$ cat src/rtl/bram_arbiter.sv
// bram_arbiter: zero-fills a BRAM after reset, then shares it between two requesters with round-robin on conflicts
module bram_arbiter #(
   parameter int ADDR_WIDTH = 4,
   parameter int DATA_WIDTH = 8
) (
   input  logic                  clk,
   input  logic                  rst,
   input  logic                  req_valid_0,
   input  logic                  req_we_0,
   input  logic [ADDR_WIDTH-1:0] req_addr_0,
   input  logic [DATA_WIDTH-1:0] req_wdata_0,
   output logic                  req_ready_0,
   output logic                  rsp_valid_0,
   output logic [DATA_WIDTH-1:0] rsp_rdata_0,
   input  logic                  req_valid_1,
   input  logic                  req_we_1,
   input  logic [ADDR_WIDTH-1:0] req_addr_1,
   input  logic [DATA_WIDTH-1:0] req_wdata_1,
   output logic                  req_ready_1,
   output logic                  rsp_valid_1,
   output logic [DATA_WIDTH-1:0] rsp_rdata_1,
   output logic                  init_done,
   output logic                  mem_rst,
   output logic                  mem_wr_en,
   output logic [ADDR_WIDTH-1:0] mem_wr_addr,
   output logic [DATA_WIDTH-1:0] mem_write_data,
   output logic [ADDR_WIDTH-1:0] mem_rd_addr,
   input  logic [DATA_WIDTH-1:0] mem_read_data
);
   typedef enum logic [1:0] {RST_HOLD, INIT, RUN} state_t;
   state_t state, state_nx;
   logic [ADDR_WIDTH:0] init_addr;
   logic [ADDR_WIDTH-1:0] rd_addr_q;
   logic prio, pend_0, pend_1;
   logic run, init_last, mixed, conflict, g0, g1, rd0, rd1, wr0, wr1;

   always_ff @(posedge clk or negedge rst)
      if (!rst) begin
         state     <= RST_HOLD;
         mem_rst   <= 1'b1;
         init_addr <= '0;
         prio      <= 1'b0;
         pend_0    <= 1'b0;
         pend_1    <= 1'b0;
         rd_addr_q <= '0;
      end else begin
         state     <= state_nx;
         mem_rst   <= state_nx == RST_HOLD;
         init_addr <= state == INIT ? init_addr + 1'b1 : '0;
         if (conflict) prio <= ~prio;
         pend_0    <= rd0;
         pend_1    <= rd1;
         if (rd0 | rd1) rd_addr_q <= mem_rd_addr;
      end

   always_comb begin
      state_nx = state;
      state_nx = state == RST_HOLD ? INIT :
                 (state == INIT && init_last) ? RUN : state;
   end

   assign run       = state == RUN;
   assign init_last = init_addr == {1'b0, {ADDR_WIDTH{1'b1}}};
   // a reader and a writer never compete: each owns its own RAM port
   assign mixed     = req_valid_0 & req_valid_1 & (req_we_0 ^ req_we_1);
   assign conflict  = run & req_valid_0 & req_valid_1 & ~(req_we_0 ^ req_we_1);
   assign g0        = run & req_valid_0 & (~req_valid_1 | mixed | ~prio);
   assign g1        = run & req_valid_1 & (~req_valid_0 | mixed | prio);
   assign rd0       = g0 & ~req_we_0;
   assign rd1       = g1 & ~req_we_1;
   assign wr0       = g0 & req_we_0;
   assign wr1       = g1 & req_we_1;

   assign req_ready_0    = g0;
   assign req_ready_1    = g1;
   assign rsp_valid_0    = pend_0;
   assign rsp_valid_1    = pend_1;
   assign rsp_rdata_0    = mem_read_data;
   assign rsp_rdata_1    = mem_read_data;
   assign init_done      = run;
   assign mem_wr_en      = state == INIT | wr0 | wr1;
   assign mem_wr_addr    = state == INIT ? init_addr[ADDR_WIDTH-1:0] : wr1 ? req_addr_1 : req_addr_0;
   assign mem_write_data = wr1 ? req_wdata_1 : wr0 ? req_wdata_0 : '0;
   assign mem_rd_addr    = rd0 ? req_addr_0 : rd1 ? req_addr_1 : rd_addr_q;
endmodule

$ cat config.mk
export PLATFORM = sky130hd
export DESIGN_NAME = bram_arbiter
export DESIGN_NICKNAME = d
export VERILOG_FILES = /design/src/rtl/bram_arbiter.sv
export SDC_FILE = /design/constraint.sdc
export NUM_CORES = 1
export LEC_CHECK = 0
export CAP_MARGIN = 30
export CORE_MARGIN = 2
export CORE_UTILIZATION = 36
export DETAILED_ROUTE_END_ITERATION = 8
export GPL_TIMING_DRIVEN = 0
export PLACE_DENSITY = 0.84
export SLEW_MARGIN = 20
export SYNTH_ARGS = -nofsm -noshare
export SYNTH_HDL_FRONTEND = slang
export SYNTH_SLANG_ARGS = --single-unit
$ cat constraint.sdc
create_clock -name clk -period 2.3 [get_ports clk]
set_input_delay 0.46 -clock clk [delete_from_list [all_inputs] [get_ports clk]]
set_output_delay 0.46 -clock clk [all_outputs]
set_load 0.02 [all_outputs]
# [Word level (Yosys, flattened, before mapping)]
# Cells that the tools add are included.
[totals] regBits=15 input_bits=38 out_inout_bits=39 word_cells=49
[classes] addsub=1 n_eq_ne=3 muxes=9 n_bitwise=26 n_reduce_logical=3
[ops] cell="$mux W4" n=4
[ops] cell="$mux W8" n=2
[ops] cell="$and A1 B1 Y1" n=12
[ops] cell="$or A1 B1 Y1" n=7
[ops] cell="$not A1 Y1" n=6
[ops] cell="$add A5 B1 Y5 const B" n=1
[ops] cell="$eq A5 B4 Y1 const B" n=1
[ops] cell="$mux W5" n=1
[ops] cell="$logic_not A2 Y1" n=2
[ops] cell="$mux W2" n=2
[ops] cell="$eq A2 B1 Y1 const B" n=1
[ops] cell="$eq A2 B2 Y1 const B" n=1
[ops] cell="$logic_and A1 B1 Y1" n=1
[ops] cell="$xor A1 B1 Y1" n=1

# [Longest topological paths before layout]
[logic_depth] word_depth=8 mapped_depth=6 mapped_depth_nobuf=6

# [Least setup slack after synthesis]
# No wires, ideal clock.
[synth_path] kind="input to output" startpoint="input port req_valid_1" endpoint="output port mem_wr_addr[0]" arrival_ps=1692 required_time_ps=1840 setup_slack_ps=148 path_stages=5 path_buffers=2 path_cell_list="and3b_1 -> buf_6 -> and3_1 -> buf_2 -> a211oi_1"
[synth_between] elab_chain_len=8 elab_cells_between_ends=9 cone_classes="mux (2); bitwise (7)"
[synth_rtl] element="from (decl)" line="15" source="input logic req_valid_1,"
[synth_rtl] element="$and A1 B1 Y1 (2 in series)" line="65" source="assign mixed = req_valid_0 & req_valid_1 & (req_we_0 ^ req_we_1);"
[synth_rtl] element="$or A1 B1 Y1 (2 in series)" line="68" source="assign g1 = run & req_valid_1 & (~req_valid_0 | mixed | prio);"
[synth_rtl] element="$and A1 B1 Y1 (*)" line="68"
[synth_rtl] element="$and A1 B1 Y1 (*)" line="72" source="assign wr1 = g1 & req_we_1;"
[synth_rtl] element="$mux W4 (*) (2 in series)" line="82" source="assign mem_wr_addr = state == INIT ? init_addr[ADDR_WIDTH-1:0] : wr1 ? req_addr_1 : req_addr_0;"
[synth_rtl] element="to (decl)" line="25" source="output logic [ADDR_WIDTH-1:0] mem_wr_addr,"
# Mark *: on every way between the ends. The rest lies on a longest branch, timed or not.

# [Worst setup path after layout]
[layout_path] startpoint="register prio" endpoint="output port mem_rd_addr[1]"
[layout_between] elab_chain_len=5 elab_cells_between_ends=9 cone_classes="mux (2); bitwise (7)"
[layout_rtl] element="from (decl)" line="34" source="logic prio, pend_0, pend_1;"
[layout_rtl] element="from (signal assigned)" line="50" source="if (conflict) prio <= ~prio;"
[layout_rtl] element="$or A1 B1 Y1 or $not A1 Y1 (tied branches)" line="68, 67"
[layout_rtl] element="$and A1 B1 Y1 or $or A1 B1 Y1 (tied branches)" line="68, 67"
[layout_rtl] element="$and A1 B1 Y1, on equally long branches" line="70, 67"
[layout_rtl] element="$mux W4 or $and A1 B1 Y1 (tied branches)" line="84, 69"
[layout_rtl] element="$mux W4 (*)" line="84" source="assign mem_rd_addr = rd0 ? req_addr_0 : rd1 ? req_addr_1 : rd_addr_q;"
[layout_rtl] element="to (decl)" line="27" source="output logic [ADDR_WIDTH-1:0] mem_rd_addr,"
# Marked as above.

==> impl_metrics.csv <==
group,metric,value,unit
cts,cts-root-buf,"clkbuf_4",
logic_synthesis,yosys.area.top_type,"dfrtp_1",
global_route,grt_pass1_wl,5910,um
drt,via_per_inst,5.11,
hold_path,min_path_type,"register to register",
sta,fin_crit_sh,0.998,
pwr,p_sw,0.366,mW
global_route,use_met3,0.0441,
sta,rsz0062_at_grt,"yes",
logic_synthesis,synth_flop_cell,"dfrtp_1",
sta,relSlewSlack,0.526,
die,die_area,0.00379,mm2
global_route,antenna_found_initial,0,
global_route,grt.total_usage,0.208,
logic_synthesis,yosys-mux-area-fraction,0,
logic_synthesis,synth.distinct_cells,33,
pwr,leakage,0.930,nW
cts,htree_levels,1,
critical_path,arrival,1.83,ns
logic_synthesis,synth_edf_count,0,
pwr,internal_power,0.654,mW
logic_synthesis,synth_fa_ha_area_frac,0.0210,
cts,clock_latency,0.28,ns
die,core_area,0.00310,mm2
drt,wl,3930,um
layout,final_layout_size_suffix_gt1_frac,0.369,
critical_path,critPathRequiredTime,1.84,ns
logic_synthesis,synth_xor_area_frac,0.0294,
place,port_buffers,67,
critical_path,crit_type,"register to output pin",
cts,cts_made_buffers,3,
cts,hold_buffers,0,
logic_synthesis,synth-seq-cells,15,
sta,max_freq,436,MHz
layout,fillCellCount,253,
die,io_pins,77,
sta,final_max_slew_viol_count,0,
die,initial_core_util,0.385,
critical_path,start_kind,"register",
layout,antenna_cells,0,
layout,mostFrequentLayoutCell,"clkdlybuf4s50_1",
global_route,grt_use_met1,0.252,
sta,final_hold_viol_count,0,
cts,cts_tree,"yes",
logic_synthesis,ys_async_sr_fraction,1.00,
logic_synthesis,ys_seq_area_frac,0.316,
logic_synthesis,ys.warnings.count,0,
logic_synthesis,synth_top_area_share,0.294,
logic_synthesis,synth_top_family_by_area,"compound AO/OA/AOI/OAI gates",
pwr,switching_share,0.359,
die,die_h,61.6,um
sta,finalWorstSetupSlack,0.00534,ns
global_route,busiest_layer,"met2",
critical_path,ff2ff_path_depth,5,
logic_synthesis,netlist_instances,121,
die,die_x,61.6,um
pwr,power_density,487,mW/mm2
layout,mostFrequentLayoutCells,"clkdlybuf4s50_1 (45), buf_4 (36), buf_6 (14)",
logic_synthesis,syn_avg_cell_area,9.86,um2
drt,dr.pass1.iters,4,
layout,area_growth,75.6,%
sta,skew,0.00370,ns
pwr,clockPowerShare,0.152,
critical_path,critPathCapture,"mem_rd_addr[1]",
critical_path,r2r_end,"rd_addr_q[0]$_DFFE_PN0P_",
run_status,status,"finished, final reports clean",
critical_path,r2r-start,"prio$_DFFE_PN0P_",
drt,avgRoutedWirePerCell,15.7,um
logic_synthesis,synthTopCellsByArea,"dfrtp_1 (29%), buf_4 (10%), o311ai_2 (8.2%), a22o_1 (5.9%), nand4_1 (5.8%)",
drt,drt_iter0_drc,57,
logic_synthesis,syn_nets,161,
sta,min_period,2.29,ns
layout,final_nets,247,
drt,drtAntennaViolNets,0,
global_route,overflow,0,
run,drv_cap,0,
global_route,grt_pass1_vias,1241,
pwr,worst_ir_drop_vdd,0.275,mV
drt,vias,1277,
pwr,seq_power_share,0.295,
critical_path,ff2ff_setup_slack,0.69,ns
place,dp_hpwl,2940,um
sta,final-setup-viol-count,0,
sta,worstMarginPinSlew,0.709,ns
critical_path,startpoint,"prio$_DFFE_PN0P_",
cts,clkSinkCount,15,
critical_path,cp_max_fo,7,
critical_path,crit_path_end_kind,"output pin",
drt,drcViolationCount,0,
logic_synthesis,synth-compound-area-share,0.240,
cts,clk_pin_slew,0.10,ns
layout,final_util,0.675,
global_route,met2_usage,0.382,
die,num_rows,20,
global_route,grt_max_degree,16,
pwr,power_frac_comb,0.553,
logic_synthesis,yosys.area_share.simple,0.212,
logic_synthesis,synth_area,0.00119,mm2
place,dpl_cell_area,0.00192,mm2
cts,cts_buffer_depth,2,
layout,final_cell_area,0.00210,mm2
place,place.gp.congestion,0.878,
place,pre_cts_slack,-0.839,ns
==> metrics by stage <==
stage | setup TNS [ns] | power, mW | cells | hold WS, ns
final | 0 | 1.02 | 250 | 0.513
after global routing | -0.200 | 1.08 | 250 | 0.552
after CTS | 0 | 0.988 | 246 | 0.496
after detailed placement | -13.45 | 0.818 | 232 | 0.472
after global placement | -12.96 | 0.806 | 232 | 0.471
after floorplan | 0 | 0.605 | 121 | 0.164
==> state kept, by name, indices dropped and copies added (netlist names) <==
signal / flops
mem_rst: 1
rd_addr_q: 4
rsp_valid_0: 1
rsp_valid_1: 1
prio: 1
state: 2
init_addr: 5
==> synth_stat cells, types with 2 or more instances <==
| library cell | number |
|---|---|
| a22o_1 | 8 |
| buf_2 | 3 |
| dfrtp_1 | 14 |
| buf_6 | 4 |
| xnor2_1 | 3 |
| nand4_1 | 11 |
| a31oi_1 | 2 |
| ha_1 | 2 |
| inv_1 | 9 |
| o211ai_1 | 3 |
| o311ai_2 | 6 |
| o311ai_4 | 2 |
| nor2_1 | 6 |
| nand2_1 | 8 |
| and3_1 | 3 |
| nand3b_1 | 3 |
| and3b_1 | 2 |
| nand3_1 | 2 |
| buf_4 | 16 |
==> cell families (layout without fill, tap and decap cells) <==
logic type	count (synthesis)	after routing
AND/OR/NAND/NOR	43	43
buffers and inverters	32	117
AO/OA/AOI/OAI	24	24
flip-flops	15	15
XOR/XNOR	4	4
adder cells (fa/ha/maj)	2	2
other	1	1
==> metal layers <==
metal / part of all wire / wire length, um
met1: 0.37 / 1470
met2: 0.56 / 2200
met3: 0.056 / 222
met4: 0.0086 / 34
met5: 0 / 0
==> power by group through the flow <==
stage          Clock [mW]  Combinational [mW]  Sequential, mW
3_3_place_gp            0               0.500           0.306
6_report            0.155               0.564           0.301
5_1_grt             0.176               0.597           0.303
4_1_cts             0.161               0.526           0.301
3_5_place_dp            0               0.511           0.306
2_1_floorplan           0               0.296           0.309
==> repair_timing <==
item                                    CTS  global route
gates resized for setup                  86            26
buffers inserted                         11             4
endpoints found under the setup margin   19            18
pin swaps                                 5             5
==> critical path, stage by stage, from the launching register on <==
cell      delay, ns
dfrtp_1        0.38
buf_6          0.14
or3b_4         0.40
and3_4         0.22
o311ai_4       0.25
buf_6          0.17
==> area by class of cell <==
class                      instances  area [um2]  area share
buffer                            22         185      0.0884
clock buffer                       4        26.3      0.0125
inverter                           9        33.8      0.0161
sequential                        15         378       0.180
multi-input combinational         74         644       0.307
timing repair buffer              82         773       0.369
tap                               44        55.1      0.0263
==> how the worst min path moves through the flow <==
stage	start	depth (start not counted)	end
final	init_addr[0]$_DFF_PN0_	1	init_addr[0]$_DFF_PN0_
after global routing	init_addr[0]$_DFF_PN0_	1	init_addr[0]$_DFF_PN0_
after CTS	init_addr[0]$_DFF_PN0_	1	init_addr[0]$_DFF_PN0_
after detailed placement	init_addr[0]$_DFF_PN0_	1	init_addr[0]$_DFF_PN0_
after global placement	init_addr[0]$_DFF_PN0_	1	init_addr[0]$_DFF_PN0_
after floorplan	rst	0	init_addr[0]$_DFF_PN0_
No activity file was read; power rests on OpenSTA's default activity.
